===== config.mk =====
export PLATFORM = sky130hd
export DESIGN_NAME = rom_fetch_unit
export DESIGN_NICKNAME = d
export VERILOG_FILES = /design/src/rtl/rom_fetch_unit.sv
export SDC_FILE = /design/constraint.sdc
export NUM_CORES = 1
export LEC_CHECK = 0
export CORE_ASPECT_RATIO = 1.25
export CORE_MARGIN = 4
export CORE_UTILIZATION = 30
export CTS_CLUSTER_SIZE = 10
export DETAILED_ROUTE_END_ITERATION = 10
export RECOVER_POWER = 50
export SYNTH_ARGS = -nofsm -noshare
export SYNTH_HDL_FRONTEND = slang
export SYNTH_SLANG_ARGS = --single-unit

===== constraint.sdc =====
create_clock -name CLK -period 2.8 [get_ports CLK]
set_input_delay 0.42 -clock CLK [delete_from_list [all_inputs] [get_ports CLK]]
set_output_delay 0.42 -clock CLK [all_outputs]
set_load 0.02 [all_outputs]

===== src/rtl/rom_fetch_unit.sv =====
// rom_fetch_unit
//   Instruction-fetch stage for the 8-bit ALU datapath. It owns the program
//   counter, drives the ROM address bus and assembles two-byte instructions
//   (opcode byte, then immediate byte). Each instruction is handed to the
//   decode/ALU stage over a VALID/READY handshake.
//
// Ports
//   CLK, RST_N         rising-edge clock, asynchronous active-low reset
//   RUN                level, fetch enable (sampled only between instructions)
//   JMP_EN, JMP_ADDR   one-cycle jump request and target (highest priority)
//   ROM_ADDR           ROM address, always the PC register
//   ROM_DATA           combinational ROM read data for ROM_ADDR
//   INSTR_OP/IMM/ADDR  presented instruction and address of its opcode byte
//   OUT_VALID/READY    downstream handshake
//   BUSY               high whenever the fetch FSM is not idle
//   HALTED             only with FETCH_HALT_DET_EN: set once an 8'hFF opcode
//                      has been delivered, cleared by a jump or reset
//
// Optional feature macro: FETCH_HALT_DET_EN
module rom_fetch_unit #(
  parameter int ADDR_W = 8,
  parameter int DATA_W = 8,
  parameter logic [ADDR_W-1:0] RESET_ADDR = 8'h00
) (
  input  logic              CLK,
  input  logic              RST_N,
  input  logic              RUN,
  input  logic              JMP_EN,
  input  logic [ADDR_W-1:0] JMP_ADDR,
  output logic [ADDR_W-1:0] ROM_ADDR,
  input  logic [DATA_W-1:0] ROM_DATA,
  output logic [DATA_W-1:0] INSTR_OP,
  output logic [DATA_W-1:0] INSTR_IMM,
  output logic [ADDR_W-1:0] INSTR_ADDR,
  output logic              OUT_VALID,
  input  logic              OUT_READY,
  output logic              BUSY
`ifdef FETCH_HALT_DET_EN
  ,
  output logic              HALTED
`endif
);

  typedef enum logic [1:0] {IDLE, FETCH_OP, FETCH_IMM, HOLD} state_t;

  state_t            state, state_nxt;
  logic [ADDR_W-1:0] pc;
  logic [DATA_W-1:0] op_reg;
  logic              xfer;
  logic              halt_hit;
  logic              halt_blk;

  assign xfer     = OUT_VALID & OUT_READY;
  assign ROM_ADDR = pc;
  assign BUSY     = (state != IDLE);

`ifdef FETCH_HALT_DET_EN
  logic halted;

  // The held opcode decides whether this transfer stops the fetcher.
  assign halt_hit = (INSTR_OP == {DATA_W{1'b1}});
  assign halt_blk = halted;
  assign HALTED   = halted;

  always_ff @(posedge CLK or negedge RST_N) begin
    if (!RST_N) begin
      halted <= 1'b0;
    end else if (JMP_EN) begin
      halted <= 1'b0;
    end else if (state == HOLD && xfer && halt_hit) begin
      halted <= 1'b1;
    end
  end
`else
  assign halt_hit = 1'b0;
  assign halt_blk = 1'b0;
`endif

  // Next-state logic; a jump overrides whatever the FSM was doing.
  always_comb begin
    state_nxt = state;
    if (JMP_EN) begin
      state_nxt = RUN ? FETCH_OP : IDLE;
    end else begin
      case (state)
        IDLE:      if (RUN && !halt_blk) state_nxt = FETCH_OP;
        FETCH_OP:  state_nxt = FETCH_IMM;
        FETCH_IMM: state_nxt = HOLD;
        HOLD:      if (xfer) state_nxt = (RUN && !halt_hit) ? FETCH_OP : IDLE;
        default:   state_nxt = IDLE;
      endcase
    end
  end

  always_ff @(posedge CLK or negedge RST_N) begin
    if (!RST_N) begin
      state <= IDLE;
    end else begin
      state <= state_nxt;
    end
  end

  // PC and valid flag; the PC wraps naturally at 2^ADDR_W.
  always_ff @(posedge CLK or negedge RST_N) begin
    if (!RST_N) begin
      pc        <= RESET_ADDR;
      OUT_VALID <= 1'b0;
    end else if (JMP_EN) begin
      pc        <= JMP_ADDR;
      OUT_VALID <= 1'b0;
    end else begin
      if (state == FETCH_OP || state == FETCH_IMM) begin
        pc <= pc + ADDR_W'(1);
      end
      if (state == FETCH_IMM) begin
        OUT_VALID <= 1'b1;
      end else if (xfer) begin
        OUT_VALID <= 1'b0;
      end
    end
  end

  // Instruction capture; a jump discards the bytes fetched in that cycle.
  // The opcode waits in op_reg so INSTR_* change together when the
  // immediate arrives.
  always_ff @(posedge CLK or negedge RST_N) begin
    if (!RST_N) begin
      op_reg     <= '0;
      INSTR_OP   <= '0;
      INSTR_IMM  <= '0;
      INSTR_ADDR <= '0;
    end else if (!JMP_EN) begin
      if (state == FETCH_OP) begin
        INSTR_ADDR <= pc;
        op_reg     <= ROM_DATA;
      end
      if (state == FETCH_IMM) begin
        INSTR_OP  <= op_reg;
        INSTR_IMM <= ROM_DATA;
      end
    end
  end

endmodule


== After elaboration in Yosys (flattened, before gate mapping) ==
Cells that the tools add are included.

* $add $sub $neg: 1
* Multipliers: 0
* Divide/modulo/power cells: 0
* Magnitude comparators: 0
* Eq/ne operators: 5
* Shift-type cells: 0
* Mux-type cells: 10
* Bitwise operators: 2
* Reductions and logical operators: 8

{| class="wikitable"
|+ Operator list
! cell !! number
|-
| 8-bit 2-to-1 mux || 2
|-
| 8-bit by 1-bit adder with 8-bit output (second input constant) || 1
|-
| 2-bit case mux with 4 select lines || 1
|-
| 2-bit 2-to-1 mux || 3
|-
| 3-bit != test (second input constant) || 2
|-
| 2-bit AND reduction || 3
|-
| 2-bit == test (second input constant) || 2
|-
| 1-bit 2-to-1 mux || 4
|-
| 2-bit nonzero test || 2
|-
| 3-bit nonzero test || 1
|-
| 2-bit by 1-bit == test with 1-bit output (second input constant) || 1
|-
| 2-bit zero test || 1
|-
| 1-bit AND || 1
|-
| 1-bit logical OR || 1
|-
| 1-bit NOT || 1
|}

* Bits in registers: 43
* Latch bits: 0
* Bits in writable memories: 0
* ROM bits: 0
* Bits of input ports: 21
* Output and inout port bits: 34
* Logic and storage cells: 33
* Memories kept: 0

== Longest topological paths before layout ==
Gate-level depths: netlist (run 1).

* Depth in word-level cells: 4
* Depth in mapped cells: 7
* Depth with buffers taken out: 5

== Worst setup path before layout (run 1) ==
OpenSTA, ideal clock, no wires.

* Kind: reg2reg
* Start point: reg state[0]
* End point: reg pc[7], in the netlist ROM_ADDR[7]
* Setup time: 69 ps
* Arrival: 1,553 ps
* Required time: 2,731 ps
* Path slack: 1,179 ps
* Stages on the path, launching flop included: 7
* Buffers on the path: 1
* Period minus slack after synthesis: 1,621 ps
* Path through: dfrtp_1 > inv_1 > ha_1 > buf_6 > nand4_4 > or4_1 > nand3_1

* Cells in the longest elaborated chain, start to end: 3
* Elaborated cells on any way between the ends: 4
* Those cells by class: 2 x eq/ne; 2 x reduce/logical

{| class="wikitable"
|+ Ends and longest elaborated chain
! element !! RTL line !! RTL
|-
| from (decl) || 46 || <nowiki>state_t state, state_nxt;</nowiki>
|-
| from (signal assigned) || 99 || <nowiki>state <= state_nxt;</nowiki>
|-
| 2-bit by 1-bit == test with 1-bit output or 2-bit == test (tied branches) || 112 || <nowiki>if (state == FETCH_OP || state == FETCH_IMM) begin</nowiki>
|-
| 1-bit logical OR (*) || 112 ||
|-
| 2-bit nonzero test (no source line) (*) || - ||
|-
| to (signal assigned) || 113 || <nowiki>pc <= pc + ADDR_W'(1);</nowiki>
|-
| to (decl) || 47 || <nowiki>logic [ADDR_W-1:0] pc;</nowiki>
|}

Mark *: on every way between the ends. The rest lies on a longest branch, timed or not.
A chain may end at the register's enable or synchronous reset.

== Final worst setup path (run 1) ==
* Start point: reg state[0]
* End point: out BUSY

* Cells in the longest elaborated chain, start to end: 1

{| class="wikitable"
|+ Ends and longest elaborated chain
! element !! RTL line !! RTL
|-
| 2-bit nonzero test || 55 || <nowiki>assign BUSY = (state != IDLE);</nowiki>
|-
| to (decl) || 37 || <nowiki>output logic BUSY</nowiki>
|}

Every way passes these cells.

==> key figures, run 1 <==
Synth
  • Post-synthesis cell type count: 24
  • Top_reg_cell synth: dfrtp_1
  • Mapped cell area: between 1500 and 2000 um^2
  • EDFF count, synth: 0
  • Post-synthesis area per instance: 10.6 um^2
  • Area share of the largest cell type after synthesis: 0.562
  • Register area share after synthesis: 0.562
  • Cell taking the most area after synthesis: dfrtp_1
  • Warnings, synthesis: 0
  • Net Count, Synth: ~210
  • Flops & latches, synth: between 40 and 50
  • Post-Syn Instances: 180
  • Asr flop ratio synth: 1.00
  • Synth top area cells: dfrtp_1 56%, nand2_1 11%, mux2_2 9.4%

Placed design
  • DP Worst Slack: 0.906 ns
  • Post-Place Cell Area: 2520 um^2
  • PortBufs: 54
  • Post-DP HPWL: 3060 um
  • Gp weighted congestion: 0.731

Detailed routing
  • Post-route ant nets: 0
  • Initial DRC Count: 57
  • Via count: around 1400
  • Vias/cell: about 4.4
  • Drc violations: 0
  • Final wirelength: 4090 um
  • First-pass DRT Iterations: 3
  • Routed WL per cell: 12.8 um

Global routing
  • Initial antenna violation count: 0
  • GR Overflow Total: 0
  • Number of global-route vias before repair: 1505
  • Met1 Use GR: 0.136
  • Largest net degree at the start of global routing: 44
  • GRT Total Usage: 0.113
  • GR peak layer: met2
  • Met2 usage in global routing: 0.188
  • Routing usage on met3: 0.0343
  • First-pass GRT wire length: 6910 um

Setup path
  • Slowest cell on crit path: clkdlybuf4s50_1
  • Worst path cell trace: inv_1, ha_1, inv_1, clkdlybuf4s50_1
  • Worst Path Max Fanout: 5
  • Most frequent CP cell: inv_1
  • Family with the most delay on the worst path: buffers and inverters
  • CP Depth: 4
  • Worst path arrival time: about 1.7 ns
  • CP peak stage delay: 0.59 ns
  • CP required: 2.38 ns
  • Flop2flop setup slack: 0.95 ns
  • Worst Path Buf+Inv: 3
  • Critical path class: flip-flop to output port
  • Startpoint Class: flip-flop
  • Worst R2R Path Depth: 5
  • Crit end category: output port

Floorplan
  • IO Pins: 55
  • Initial Util: 0.310
  • # rows: 32
  • Die height: 97.3 um
  • Die width: 79.4 um
  • Core footprint: between 6000 and 7000 um^2
  • Die ar.: 7730 um^2

Timing
  • Final worst slack: 0.645 ns
  • Hold Vio Cnt, Final: 0
  • Fin crit share: 0.770
  • Final Max Slew Viols: 0
  • Hold slack final: 0.269 ns
  • Crit path time final: 2.15 ns
  • Max Freq: 464 MHz
  • Skew final: 0.00806 ns
  • Unrepaired setup endpoints after global routing: no
  • Final setup TNS: 0 ns
  • Final setup fails: 0
  • Worst Max-Slew Pin Slew: 0.941 ns
  • Max_slew headroom: 0.373

Layout
  • # nets final: 262
  • # diodes: 0
  • Post-route cell area: about 2600 um^2
  • Layout area overhead: 36.0%
  • Share of cells above drive strength 1: 0.123

Clock network
  • CTS tree: yes
  • H-tree depth: 2
  • Setup repair bufs after CTS: 0
  • Clk Latency, worst-skew pair: 0.29 ns
  • Clk Tree Root Cell: clkbuf_8
  • Clock Tree Buf Depth: 2
  • Hold Buf Count CTS: 0
  • Clock sink count: 43
  • Number of CTS-inserted buffers: 5
  • Reg clk slew, reported paths: 0.08 ns
  • Post-cts sizing count: 0

Status
  • Outcome: completed

Job
  • Maxcap violations: 0

Worst hold path
  • Worst hold path class: primary input to asynchronous set/reset pin

Power
  • Final Power: 0.00277 W
  • Peak supply drop: 356 uV
  • LEAKAGE: approximately 1.2 nW
  • Pwr/cell area: 1070 nW/um^2
==> cell families after synthesis <==
logic type / count (synthesis) / share of synthesized area
multiplexers: 17 / 0.0994
XOR/XNOR: 4 / 0.0183
flip-flops: 43 / 0.562
AO/OA/AOI/OAI: 17 / 0.0523
adder cells (fa/ha/maj): 6 / 0.0392
buffers and inverters: 14 / 0.0412
AND/OR/NAND/NOR: 79 / 0.187
==> Yosys cell counts, types with 3 or more instances <==
| cell | count |
|---|---|
| a21oi_1 | 4 |
| buf_2 | 3 |
| buf_6 | 3 |
| clkbuf_1 | 3 |
| dfrtp_1 | 43 |
| ha_1 | 6 |
| inv_1 | 5 |
| mux2_2 | 16 |
| nand2_1 | 58 |
| nand2b_1 | 3 |
| nand3_1 | 6 |
| nor2b_1 | 5 |
| o21ai_0 | 9 |
| or4_1 | 3 |
| xor2_1 | 3 |
==> cell usage in the layout (no fill, tap or decap), types with 2 or more instances in the layout <==
cell type	n
a21oi_1	4
o21ai_0	9
ha_1	6
mux2_2	16
xor2_1	3
nor2b_1	5
clkdlybuf4s50_1	52
buf_4	3
inv_1	5
nand4_1	2
or4_1	3
nand2b_1	3
dfrtp_1	43
nand2_1	58
nand3_1	6
clkbuf_8	5
==> cell type report <==
type / instances / area [um^2]
Sequential cell: 43 / 1080
Clock buffer: 6 / 72.6
Inverter: 5 / 18.8
Tap cell: 85 / 106
Timing Repair Buffer: 57 / 558
Clock inverter: 2 / 12.5
Multi-Input combinational cell: 123 / 758
Fill cell: 645 / 3560
==> worst paths after layout <==
| path | startpoint | endpoint |
|---|---|---|
| max in group asynchronous | RST_N | ROM_ADDR[2] |
| setup / recovery | state[0] | BUSY |
| hold reg to reg | INSTR_ADDR[1] | INSTR_ADDR[1] |
| hold / removal | RST_N | INSTR_OP[0] |
| min in group CLK | INSTR_ADDR[1] | INSTR_ADDR[1] |
| setup reg to reg | state[0] | ROM_ADDR[7] |
==> per-layer routing <==
layer  routed length (um)  part of all wire
met5                    0                 0
met4                   53             0.013
met3                  249             0.061
met2                 2010              0.49
met1                 1780              0.43
==> stage by stage <==
| stage | util | instances |
|---|---|---|
| 2_1_floorplan | - | 180 |
| 3_3_place_gp | 0.408 | 313 |
| 3_5_place_dp | 0.408 | 313 |
| 4_1_cts | 0.422 | 321 |
| 5_1_grt | 0.422 | 321 |
| 6_report | 0.422 | 321 |
==> where the power goes <==
group	internal (W)	switching, W	total (W)
sequential	0.000893	0.000196	0.00109
clock	0.000174	0.000206	0.000381
combinational	0.000653	0.000651	0.00130
total	0.00172	0.00105	0.00277
(Power assumes the default switching activity.)
==> run 2: changes to the inputs <==
clock period = 2.2 ns   (was 2.8 ns; I/O delays follow)
==> key figures, run 2 (same netlist as run 1, synthesis figures left out) <==
Worst hold path
  • Worst hold path class: flip-flop to flip-flop

Timing
  • Final worst slack: 0.105 ns (-0.540 ns)
  • Skew final: 0.00610 ns (-0.00197 ns)
  • Unrepaired setup endpoints after global routing: no
  • Final setup TNS: 0 ns (unchanged)
  • Final setup fails: 0 (unchanged)
  • Max_slew headroom: -0.315 (-0.688)
  • Final Max Slew Viols: 37 (+37)
  • Worst Max-Slew Pin Slew: 1.97 ns (+1.03 ns)
  • Max Freq: 477 MHz
  • Crit path time final: 2.10 ns
  • Fin crit share: 0.952
  • Hold Vio Cnt, Final: 0 (unchanged)

Detailed routing
  • Initial DRC Count: 36 (-37%)
  • Post-route ant nets: 0 (unchanged)
  • Via count: 1417 (unchanged)
  • First-pass DRT Iterations: 3 (unchanged)
  • Vias/cell: 4.39 (-0.62%)
  • Routed WL per cell: 13.2 um (+3.7%)
  • Drc violations: 0 (unchanged)
  • Final wirelength: 4270 um (+4.3%)

Layout
  • Most common cell after layout, fill and taps aside: nand2_1
  • Final Util: 0.424 (+0.00223)
  • Fillers: 632 (-2.0%)
  • # diodes: 0 (unchanged)
  • # nets final: 264 (+0.76%)
  • Layout area overhead: 36.8%
  • Share of cells above drive strength 1: 0.126 (+0.00317)
  • Most frequent cells in the layout: 58 x nand2_1, 49 x clkdlybuf4s50_1, 43 x dfrtp_1

Placed design
  • Post-DP HPWL: 3110 um (+1.7%)
  • PortBufs: 54 (unchanged)
  • Gp weighted congestion: 0.749 (+2.4%)
  • DP Worst Slack: 0.372 ns (-0.534 ns)

Clock network
  • Reg clk slew, reported paths: 0.09 ns (about the same)
  • Setup repair bufs after CTS: 0 (unchanged)
  • Number of CTS-inserted buffers: 5 (unchanged)
  • Hold Buf Count CTS: 0 (unchanged)
  • Clock Tree Buf Depth: 2 (unchanged)
  • CTS tree: yes
  • Clock sink count: 43 (unchanged)
  • Post-cts sizing count: 0 (unchanged)
  • H-tree depth: 2 (unchanged)
  • Clk Latency, worst-skew pair: 0.29 ns (about the same)
  • Clk Tree Root Cell: clkbuf_8

Setup path
  • Critical path class: flip-flop to output port
  • Startpoint Class: flip-flop
  • Worst path arrival time: 1.77 ns (+0.04 ns)
  • CP required: 1.87 ns (-0.51 ns)
  • Crit end category: output port
  • Worst Path Max Fanout: 5 (unchanged)

Job
  • Maxcap violations: 1 (+1)

Global routing
  • Largest net degree at the start of global routing: 37 (-16%)
  • Initial antenna violation count: 0 (unchanged)
  • GR Overflow Total: 0 (unchanged)
  • First-pass GRT wire length: 7110 um (+2.9%)
  • GRT Total Usage: 0.115 (+0.00236)
  • Number of global-route vias before repair: 1455 (-3.3%)

Floorplan
  • # rows: 32 (unchanged)
  • Die ar.: 7730 um^2 (unchanged)
  • Die height: 97.3 um (unchanged)
  • IO Pins: 55 (unchanged)
  • Core footprint: 6170 um^2 (unchanged)
  • Initial Util: 0.310 (unchanged)
  • Die width: 79.4 um (unchanged)

Power
  • Pwr/cell area: 1360 nW/um^2 (+28%)
  • LEAKAGE: 1.19 nW (+0.82%)
  • Peak supply drop: 551 uV (+55%)

Status
  • Outcome: finished with violations
  • Failing checks: max-capacitance violations, max-slew violations
-- run 2: area by class of cell --
type / count / area (um^2) / area share
Tap cell: 85 / 106 / 0.0407
Sequential cell: 43 / 1080 / 0.411
Clock inverter: 3 / 25.0 / 0.00956
Inverter: 5 / 18.8 / 0.00717
Clock buffer: 5 / 68.8 / 0.0263
Timing Repair Buffer: 59 / 563 / 0.215
Multi-Input combinational cell: 123 / 758 / 0.290
-- run 2: where the power goes --
part | switching, W | internal [W] | total [W]
combinational | 0.000833 | 0.000822 | 0.00166
sequential | 0.000252 | 0.00114 | 0.00139
clock | 0.000291 | 0.000227 | 0.000518
-- run 2: final timing paths --
check / from / to / slack [ns] / depth (start not counted)
max in group asynchronous: RST_N / ROM_ADDR[2] / 0.49 / 2
min reg2reg: op_reg[3] / op_reg[3] / 0.47 / 2
min: op_reg[3] / op_reg[3] / 0.47 / 2
max reg2reg: state[0] / ROM_ADDR[7] / 0.44 / 5
max: state[0] / BUSY / 0.10 / 4
min in group asynchronous: RST_N / OUT_VALID / 0.58 / 1
-- run 2: per-layer routing --
layer / GRT usage / wire, um / vias to the layer above
li1: - / - / 708
met1: 0.144 / 1950 / 665
met2: 0.186 / 2050 / 39
met3: 0.0362 / 238 / 5
met4: 0.0384 / 38 / 0
met5: 0 / 0 / -
-- run 2: critical path, cell delays in order, from the launching register on --
cell	delay, ns
dfrtp_1	0.45
inv_1	0.12
ha_1	0.25
inv_1	0.06
clkdlybuf4s50_1	0.60
-- run 2: per-stage QoR --
| stage | total power (W) | hold WS [ns] | instance area (um^2) | instances |
|---|---|---|---|---|
| after CTS | 0.00366 | 0.149 | 2640 | 323 |
| after floorplan | 0.00235 | 0.0344 | 1910 | 180 |
| final | 0.00356 | 0.475 | 2620 | 323 |
| after global placement | 0.00310 | 0.455 | 2540 | 315 |
| after detailed placement | 0.00313 | 0.461 | 2540 | 315 |
| after global routing | 0.00380 | 0.499 | 2620 | 323 |
==> variant 1: new RTL, settings of run 1 <==
The 4 states of `state_t` get a one-hot encoding in 4 bits.
--- a/src/rtl/rom_fetch_unit.sv
+++ b/src/rtl/rom_fetch_unit.sv
@@ -42,5 +42,5 @@
 );
 
-  typedef enum logic [1:0] {IDLE, FETCH_OP, FETCH_IMM, HOLD} state_t;
+  typedef enum logic [3:0] {IDLE = 4'b0001, FETCH_OP = 4'b0010, FETCH_IMM = 4'b0100, HOLD = 4'b1000} state_t;
 
   state_t            state, state_nxt;
Behaviour: same outputs for any inputs over 10 cycles, from zero or initial values and one cycle with RST_N low; not proved beyond that.
==> variant 1 against run 1 <==
Synthesized area increased by 2.9%. Setup slack got worse by 110 ps. Critical path depth unchanged. Utilization increased by 0.65 points. Combinational power decreased by 36%. Total power decreased by 16%. Sequential share of layout area increased by 0.50 points. Sequential power decreased by 10%. Via count decreased by 2.0%. Design area increased by 3.5%. Sequential cell count increased by 2. Wire length increased by 4.3%. Register-to-register slack got worse by 150 ps. Critical path type is now primary input to register.
==> variant 1: results (changes against run 1) <==
{| class="wikitable"
! Metric !! Value
|-
| Avg Synthesized Cell Area || 13.0 µm² (was 10.6 µm²)
|-
| Synthesized-area fraction occupied by ao, oa, aoi and oai cells || 6.73% (was 5.23%)
|-
| Combinational group share of total power || 35.7% (was 47.0%)
|-
| Launch point of the worst path || JMP_EN (was state[0]$_DFFE_PN0P_)
|-
| Area occupied by multi-input gates || 778 µm² (was 758 µm²)
|-
| 1st-iter DRT viols || 52 (was 57)
|-
| Final setup skew || 3.26 ps (was 8.06 ps)
|-
| Pre-CTS setup slack || 596 ps (was 906 ps)
|-
| Layout filler cell count || 606 (was 645)
|-
| RR Endpoint || INSTR_IMM[3]$_DFFE_PN0P_ (was ROM_ADDR[7]$_DFFE_PN0P_)
|-
| Hpwl dp || 3000 µm (was 3060 µm)
|-
| Max transition margin || 33.9% (was 37.3%)
|-
| Overall routed net length || 4270 µm (was 4090 µm)
|-
| Final critical path time including I/O delays and setup || 2260 ps (was 2150 ps)
|-
| Biggest cell delay along the critical path || 670 ps (was 590 ps)
|-
| Power density relative to cell area || 866 nW/µm² (was 1070 nW/µm²)
|-
| Run status || completed (unchanged)
|-
| Mux cell area share after synthesis || 18.3% (was 9.94%)
|-
| Delay-heaviest family, CP || simple AND/OR/NAND/NOR gates (was buffers and inverters)
|-
| Average vias per placed instance || 4.72 (was 4.41)
|-
| Final layout net count || 230 (was 262)
|-
| Worst IR drop on VDD || 0.000444 V (was 0.000356 V)
|-
| Largest driver fanout on the critical path || 18 (was 5)
|-
| Arithmetic-cell share of the synthesized area counting full adders, half adders and majority gates || 0.635% (was 3.92%)
|-
| Leak pwr || 1.15 nW (was 1.18 nW)
|-
| Total number of vias || 1389 (was 1417)
|-
| Part of the power in registers || 42.1% (was 39.3%)
|-
| Share of post-route cells with drive strength above 1 || 23.0% (was 12.3%)
|-
| Global-route wire length before repair || 7100 µm (was 6910 µm)
|-
| Worst hold slack || 282 ps (was 269 ps)
|-
| Seq/Total Area, Yosys || 57.2% (was 56.2%)
|-
| Sw Share || 31.4% (was 38.0%)
|-
| Launching point of the worst reg2reg path || state[3]$_DFFE_PN0P_ (was state[0]$_DFFE_PN0P_)
|-
| Via count of the first global-routing pass || 1455 (was 1505)
|}
-- variant 1: cell count changes after synthesis, moves of 3 or more --
| cell | before | now |
|---|---|---|
| a21oi_1 | 4 | 0 |
| a31oi_1 | 0 | 5 |
| ha_1 | 6 | 1 |
| mux2_2 | 16 | 32 |
| nand2_1 | 58 | 4 |
| nor2_1 | 1 | 10 |
| nor2b_1 | 5 | 2 |
| o21ai_0 | 9 | 4 |
| o31ai_1 | 0 | 4 |
-- variant 1: worst register-to-register path: stages (launching register included) --
cell,delay (ps)
dfrtp_1,500
nor3_2,180
nand3b_1,670
mux2_2,540
-- variant 1: metal layers --
metal	vias to the layer above	wire, µm	global-route usage (%)
li1	664	-	-
met1	674	1740	13.8
met2	45	2160	18.7
met3	6	304	4.02
met4	0	63	4.29
met5	-	0	0
-- variant 1: area by class of cell --
type	instances	area share, %
Sequential cell	45	41.8
Multi-Input combinational cell	96	28.9
Timing Repair Buffer	56	20.3
Tap cell	85	3.95
Clock buffer	6	3.07
Clock inverter	2	1.39
Inverter	4	0.557
==> variant 2: new RTL, settings of run 1 <==
Without the edit above. The parameter `DATA_W` goes from 8 to 7.
--- a/src/rtl/rom_fetch_unit.sv
+++ b/src/rtl/rom_fetch_unit.sv
@@ -20,5 +20,5 @@
 module rom_fetch_unit #(
   parameter int ADDR_W = 8,
-  parameter int DATA_W = 8,
+  parameter int DATA_W = 7,
   parameter logic [ADDR_W-1:0] RESET_ADDR = 8'h00
 ) (
Interface: changed (resized INSTR_IMM, INSTR_OP and ROM_DATA); port bits go from 55 to 52. The function was not compared with the original's and may differ.
==> variant 2 against run 1 <==
Synthesized cell count down 23%. Design area shrank 5.5%. Setup slack gained 17 ps. Die area shrank 6.3%. Synthesized area is 6.9% lower. Critical path depth did not move. Count of clock-buffer cells in the layout fell by 1. Sequential share of layout area decreased by 0.63 points. Sequential cell count shrank 3. Total power decreased by 3.5%. The run now ends with max-capacitance violations, max-slew violations left. Wire length decreased by 12%. Hold slack improved by 220 ps. Largest cell class unchanged. Via count shrank 14%. Clock skew down 1.1 ps.
==> variant 2: results (changes against run 1) <==
{| class="wikitable"
! Metric !! Value
|-
| Failing checks || max-capacitance violations, max-slew violations
|-
| Mux cell area share after synthesis || 18.9% (was 9.94%)
|-
| Dominant cells by area after synthesis || dfrtp_1 (56%), mux2_2 (11%), mux2_1 (7.0%) (was dfrtp_1 (56%), nand2_1 (11%), mux2_2 (9.4%))
|-
| 1st-iter DRT viols || 38 (was 57)
|-
| Count of input and output buffers || 51 (was 54)
|-
| Overall routed net length || 3620 µm (was 4090 µm)
|-
| Worst IR drop on VDD || 0.000489 V (was 0.000356 V)
|-
| F_max || 0.468 GHz (was 0.464 GHz)
|-
| Arithmetic-cell share of the synthesized area counting full adders, half adders and majority gates || 4.22% (was 3.92%)
|-
| Layout filler cell count || 549 (was 645)
|-
| Number of max-capacitance violations reported || 1 (was 0)
|-
| Standard cell area after detailed placement || 2350 µm² (was 2520 µm²)
|-
| Run status || finished, violations left (was completed)
|-
| Cell count after placement || 252 (was 313)
|-
| Combinational-cell power consumption || 1.20 mW (was 1.30 mW)
|-
| Yosys cell types || 26 (was 24)
|-
| Hpwl dp || 2630 µm (was 3060 µm)
|-
| Pin count of the biggest net entering global routing || 41 (was 44)
|-
| Seq/Total Area, Yosys || 56.2% (about the same)
|-
| Post-synthesis net count || 164 (was 207)
|-
| Max transition margin || -40.5% (was 37.3%)
|-
| Global placement routability congestion || 0.818 (was 0.731)
|-
| Power consumption || 2.68 mW (was 2.77 mW)
|-
| Number of max-slew violations in the final report || 41 (was 0)
|-
| Worst min-delay path category || register to register (was primary input to async pin)
|-
| Overall track demand over capacity in global routing || 10.8% (was 11.3%)
|-
| Routed length on met1 || 1820 µm (was 1780 µm)
|-
| Cell-internal power || 1.73 mW (was 1.72 mW)
|-
| Worst hold slack || 489 ps (was 269 ps)
|}
## variant 2: cell count changes after synthesis, sizes merged
cell    change
buf         -1
mux2       +13
nor2b       -1
clkbuf      -2
nand2      -48
dfrtp       -3
## variant 2: kinds of logic after synthesis
group,count (synthesis)
mux,30
simple gates,30
fa+ha+maj,6
buf+inv,11
compound gates,17
flops,40
xor+xnor,4
## variant 2: metal layers
metal / up-vias / track usage (%)
li1: 594 / -
met1: 569 / 14.9
met2: 55 / 15.4
met3: 6 / 4.51
met4: 0 / 3.32
met5: - / 0
## variant 2: final cells by class
| class | count | area [µm²] | share of cell area (%) |
|---|---|---|---|
| clock inverter | 3 | 42.5 | 1.73 |
| clock buffer | 5 | 68.8 | 2.80 |
| sequential | 40 | 1000 | 40.7 |
| timing repair buffer | 54 | 527 | 21.4 |
| inverter | 5 | 18.8 | 0.763 |
| multi-input combinational | 87 | 718 | 29.2 |
| tap | 66 | 82.6 | 3.36 |
## variant 2: critical path: cells and delay by family, from the launching register on
kind | cells | cell delay (ps)
buffers and inverters | 3 | 780
flip-flops | 1 | 420
adder cells (fa/ha/maj) | 1 | 240
## variant 2: how the worst max path moves through the flow
stage                                     from                       end  slack [ps]  cells past startpoint
after detailed placement                JMP_EN  INSTR_IMM[0]$_DFFE_PN0P_         830                      5
after global placement                  JMP_EN   INSTR_OP[2]$_DFFE_PN0P_         850                      5
after CTS                 state[0]$_DFFE_PN0P_                      BUSY         640                      4
after global routing                     RST_N   ROM_ADDR[5]$_DFFE_PN0P_         380                      1
final                     state[0]$_DFFE_PN0P_                      BUSY         660                      4
after floorplan           state[0]$_DFFE_PN0P_   ROM_ADDR[7]$_DFFE_PN0P_        1170                      6
